==> src/rtl/div_ratio_detector.sv <==
// Measures period and high time of a clk-synchronous divided waveform,
// tracks lock on repeated identical measurements and flags a stalled input.
module div_ratio_detector #(
    parameter int CNT_W  = 8,
    parameter int LOCK_N = 3
) (
    input  logic             clk,
    input  logic             resetn,
    input  logic             sig_in,
    output logic [CNT_W-1:0] period,
    output logic [CNT_W-1:0] high_len,
    output logic             meas_valid,
    output logic             duty50,
    output logic             locked,
    output logic             timeout
);

    localparam logic [CNT_W-1:0] MAX    = '1;
    localparam logic [3:0]       LOCK_Q = 4'(LOCK_N);

    typedef enum logic [1:0] {IDLE, ARMED, LOCKED} state_t;

    state_t           state_q, state_d;
    logic             prev_q, prev_d;
    logic [CNT_W-1:0] cnt_q, cnt_d;
    logic [CNT_W-1:0] hcnt_q, hcnt_d;
    logic [3:0]       match_q, match_d;
    logic [CNT_W-1:0] period_q, period_d;
    logic [CNT_W-1:0] high_len_q, high_len_d;
    logic             meas_valid_q, meas_valid_d;
    logic             duty50_q, duty50_d;
    logic             locked_q, locked_d;
    logic             timeout_q, timeout_d;
    logic             rise;
    logic [3:0]       match_new;

    assign rise = sig_in & ~prev_q;

    always_comb begin
        state_d      = state_q;
        prev_d       = sig_in;
        match_d      = match_q;
        period_d     = period_q;
        high_len_d   = high_len_q;
        meas_valid_d = 1'b0;
        duty50_d     = duty50_q;
        locked_d     = locked_q;
        timeout_d    = timeout_q;
        match_new    = 4'd1;

        if (rise) begin
            cnt_d  = CNT_W'(1);
            hcnt_d = CNT_W'(1);
        end else begin
            cnt_d  = (cnt_q == MAX) ? MAX : cnt_q + CNT_W'(1);
            hcnt_d = (sig_in && hcnt_q != MAX) ? hcnt_q + CNT_W'(1) : hcnt_q;
        end

        case (state_q)
            IDLE: begin
                if (rise) state_d = ARMED;
            end
            default: begin
                if (rise) begin
                    // Run length of identical measurements, compared against the held outputs
                    if (match_q == 4'd0 || cnt_q != period_q || hcnt_q != high_len_q)
                        match_new = 4'd1;
                    else
                        match_new = (match_q >= LOCK_Q) ? LOCK_Q : match_q + 4'd1;
                    match_d      = match_new;
                    period_d     = cnt_q;
                    high_len_d   = hcnt_q;
                    duty50_d     = ({hcnt_q, 1'b0} == {1'b0, cnt_q});
                    meas_valid_d = 1'b1;
                    timeout_d    = 1'b0;
                    locked_d     = (match_new >= LOCK_Q);
                    state_d      = (match_new >= LOCK_Q) ? LOCKED : ARMED;
                end else if (cnt_q == MAX) begin
                    timeout_d = 1'b1;
                    locked_d  = 1'b0;
                    match_d   = 4'd0;
                    state_d   = IDLE;
                end
            end
        endcase
    end

    always_ff @(posedge clk) begin
        if (!resetn) begin
            state_q      <= IDLE;
            prev_q       <= 1'b0;
            cnt_q        <= '0;
            hcnt_q       <= '0;
            match_q      <= '0;
            period_q     <= '0;
            high_len_q   <= '0;
            meas_valid_q <= 1'b0;
            duty50_q     <= 1'b0;
            locked_q     <= 1'b0;
            timeout_q    <= 1'b0;
        end else begin
            state_q      <= state_d;
            prev_q       <= prev_d;
            cnt_q        <= cnt_d;
            hcnt_q       <= hcnt_d;
            match_q      <= match_d;
            period_q     <= period_d;
            high_len_q   <= high_len_d;
            meas_valid_q <= meas_valid_d;
            duty50_q     <= duty50_d;
            locked_q     <= locked_d;
            timeout_q    <= timeout_d;
        end
    end

    assign period     = period_q;
    assign high_len   = high_len_q;
    assign meas_valid = meas_valid_q;
    assign duty50     = duty50_q;
    assign locked     = locked_q;
    assign timeout    = timeout_q;

endmodule

==> config.mk <==
export PLATFORM = sky130hd
export DESIGN_NAME = div_ratio_detector
export DESIGN_NICKNAME = d
export VERILOG_FILES = /design/src/rtl/div_ratio_detector.sv
export SDC_FILE = /design/constraint.sdc
export NUM_CORES = 1
export LEC_CHECK = 0
export CAP_MARGIN = 10
export CELL_PAD_IN_SITES_DETAIL_PLACEMENT = 1
export CELL_PAD_IN_SITES_GLOBAL_PLACEMENT = 1
export CORE_ASPECT_RATIO = 2
export CORE_UTILIZATION = 42
export CTS_CLUSTER_SIZE = 40
export DETAILED_ROUTE_END_ITERATION = 7
export PLACE_DENSITY = 0.78
export SYNTH_ARGS = -nofsm -noshare
export SYNTH_HDL_FRONTEND = slang
export SYNTH_SLANG_ARGS = --single-unit
export TNS_END_PERCENT = 30
==> constraint.sdc <==
create_clock -name clk -period 1.8 [get_ports clk]
set_input_delay 0.18 -clock clk [delete_from_list [all_inputs] [get_ports clk]]
set_output_delay 0.18 -clock clk [all_outputs]
set_load 0.01 [all_outputs]
==> metrics.csv <==
stage;metric;value;unit
grt;grt total ovfl;0;
layout;synthesis-to-finish area growth;22.9;%
clocking;clock sink count;43;
setup_path;CP Launch Type;flip-flop;
grt;first-pass GRT wire length;9040;um
clocking;# H-tree levels;2;
synth;Synth top area share;41.2;%
power;leakage dissipation;1.06;nW
clocking;cts hold-fix bufs;0;
sta;Fin. Hold Viols;0;
grt;largest net degree at the start of global routing;27;
synth;Avg Cell Area, Syn;9.00;um2
layout;layout cells sized above 1;15.3;%
synth;synthesized area;2090;um2
clocking;Max clock buf depth;2;
layout;FILL cells;571;
detailed_routing;Pre-Repair DR Iteration Count;4;
worst_hold_path;Hold Path Cell Cnt;2;
clocking;Root Driver;clkbuf_8;
detailed_routing;Residual DRC;0;
synth;register bit count reported by yosys;43;
layout;nets;274;
synth;Synth area leaders;dfxtp_1, xor2_1, nand2_1;
setup_path;CP max FO;4;
sta;relative slew slack;71.6;%
setup_path;Crit path required time;2.00;ns
sta;fmax;0.573;GHz
floorplan;Initial Util;43.3;%
clocking;CTS Buf Count;5;
floorplan;cell row count;36;
status;status;complete, no violations;
run;number of max-cap violations;0;
sta;worst slew pin tran;0.423;ns
clocking;post-CTS sizing;0;
sta;unrepaired setup endpoints after global routing;no;
detailed_routing;wire per inst;17.4;um
sta;Worst Skew;0.0112;ns
synth;Cells after Synth;232;
sta;total negative slack;0;ns
detailed_routing;via count;1751;
power;maximum vdd drop;0.728;mV
clocking;Post-CTS Setup Bufs;0;
grt;Total GRT Usage;23.9;%
setup_path;CP arrival;1.95;ns
sta;Final Setup Violations;0;
power;PD cells;749;nW/um2
detailed_routing;initial DRC count;20;
floorplan;core area;4820;um2
sta;final slew viol count;0;
placement;placed instance area;2450;um2
sta;Final min period;1.75;ns
detailed_routing;Antenna Nets Post-Route;0;
synth;syn nets;239;
clocking;Clock Pin Slew Worst Setup and Hold Paths;0.09;ns
synth;Synth area leader;dfxtp_1;
layout;fin area;2560;um2
power;post-layout power;1.92;mW
detailed_routing;DR vias/cell;5.39;
setup_path;FF-to-FF path depth;6;
floorplan;die area;5270;um2
floorplan;Die Y-Extent;102;um
grt;initial antenna violation count;0;
clocking;worst skew pair latency;0.30;ns
worst_hold_path;Min-Delay Path Class;flip-flop to flip-flop;
sta;part of the cycle the worst path needs;97.0;%
detailed_routing;final WL;5670;um
floorplan;num ports;23;
layout;final antenna diode count;0;
placement;I/O Buffers;22;
clocking;CTS tree;done;
setup_path;Crit Path Category;flip-flop to flip-flop;
placement;Routability Congestion;0.745;
setup_path;crit path capture type;flip-flop;
layout;most common cell after layout, fill and taps aside;dfxtp_1;
synth;post-synthesis sequential area ratio;41.2;%
synth;Synth warnings;0;
grt;vias in the first global route;1839;
floorplan;die width;51.8;um
layout;leading cell types in the layout, fill and taps excluded;dfxtp_1, nand2_1, buf_4, xor2_1, clkdlybuf4s50_1;
placement;post-DP HPWL;4230;um
synth;Distinct cells, synth;41;
[kinds of logic (layout without fill, tap and decap cells)]
logic type | count (synthesis) | in the layout | share of synthesized area [%]
buffers and inverters | 20 | 56 | 5.52
adders and majority gates | 4 | 4 | 2.40
DFF | 43 | 43 | 41.2
AOI/OAI and AO/OA | 41 | 41 | 14.3
and+or+nand+nor | 91 | 91 | 22.7
muxes | 1 | 1 | 0.480
xor gates and xnor gates | 32 | 32 | 13.4
[flip-flops by register name, indices dropped and copies added, names as in the netlist]
name,count
timeout,1
locked,1
period,8
hcnt_q,8
match_q,4
meas_valid,1
high_len,8
duty50,1
state_q,2
cnt_q,8
prev_q,1
[final cells by class]
type                       count  area (um2)  share of cell area, %
sequential                    43         861                   33.6
inverter                       3        11.3                  0.439
timing repair buffer          45         393                   15.3
multi-input combinational    169        1110                   43.3
tap                           57        71.3                   2.78
clock buffer                   6        82.6                   3.22
clock inverter                 2        35.0                   1.37
[worst paths after layout]
check                                start    endpoint  slack (ns)
worst min-delay path                duty50      duty50        0.47
worst min register to register      duty50      duty50        0.47
worst max-delay path            match_q[0]  match_q[0]        0.05
worst max register to register  match_q[0]  match_q[0]        0.05
[synth_stat cells (all sizes together)]
cell and number:
a2111o 1, a21bo 1, a21boi 18, a21o 1, a21oi 12, a22o 1
a311oi 1, a31oi 1, a32o 1, and2 6, and3 2, and4 3
and4b 1, buf 10, clkbuf 7, dfxtp 43, ha 4, inv 3
mux2i 1, nand2 41, nand2b 3, nand3 6, nand4 8, nor2 12
nor2b 2, nor3 4, nor4 3, o211a 1, o21a 1, o21ai 2
xnor2 10, xor2 22
[per-layer routing]
metal	GRT usage (%)	up-vias	part of all wire, %
met5	0	-	0
met4	11.2	0	2.4
met3	3.45	10	1.7
met2	46.4	24	58
met1	23.1	865	38
li1	-	852	-
[worst max-delay path, cell delays in order, from the launching register on]
cell and delay (ns):
dfxtp_1 0.39, inv_1 0.09, ha_1 0.21, a2111o_1 0.41, nor4_4 0.19, nand4_1 0.13
a22o_1 0.22
[metrics by stage]
stage               hold slack [ns]  setup slack (ns)  util [%]  instances
CTS                           0.475            0.0553      53.2        325
floorplan                     0.302             0.205         -        232
detailed placement            0.459            0.0278      50.8        317
finish                        0.468            0.0547      53.2        325
global route                  0.503            0.0123      53.2        325
global placement              0.449             0.149      50.8        317
[power by group]
part / internal, mW / switching (mW) / leakage [nW]
Sequential: 0.965 / 0.0183 / 0.348
Combinational: 0.0667 / 0.0835 / 0.651
Clock: 0.449 / 0.338 / 0.0612
Total: 1.48 / 0.440 / 1.06
Power figures use the tool's default switching activity.
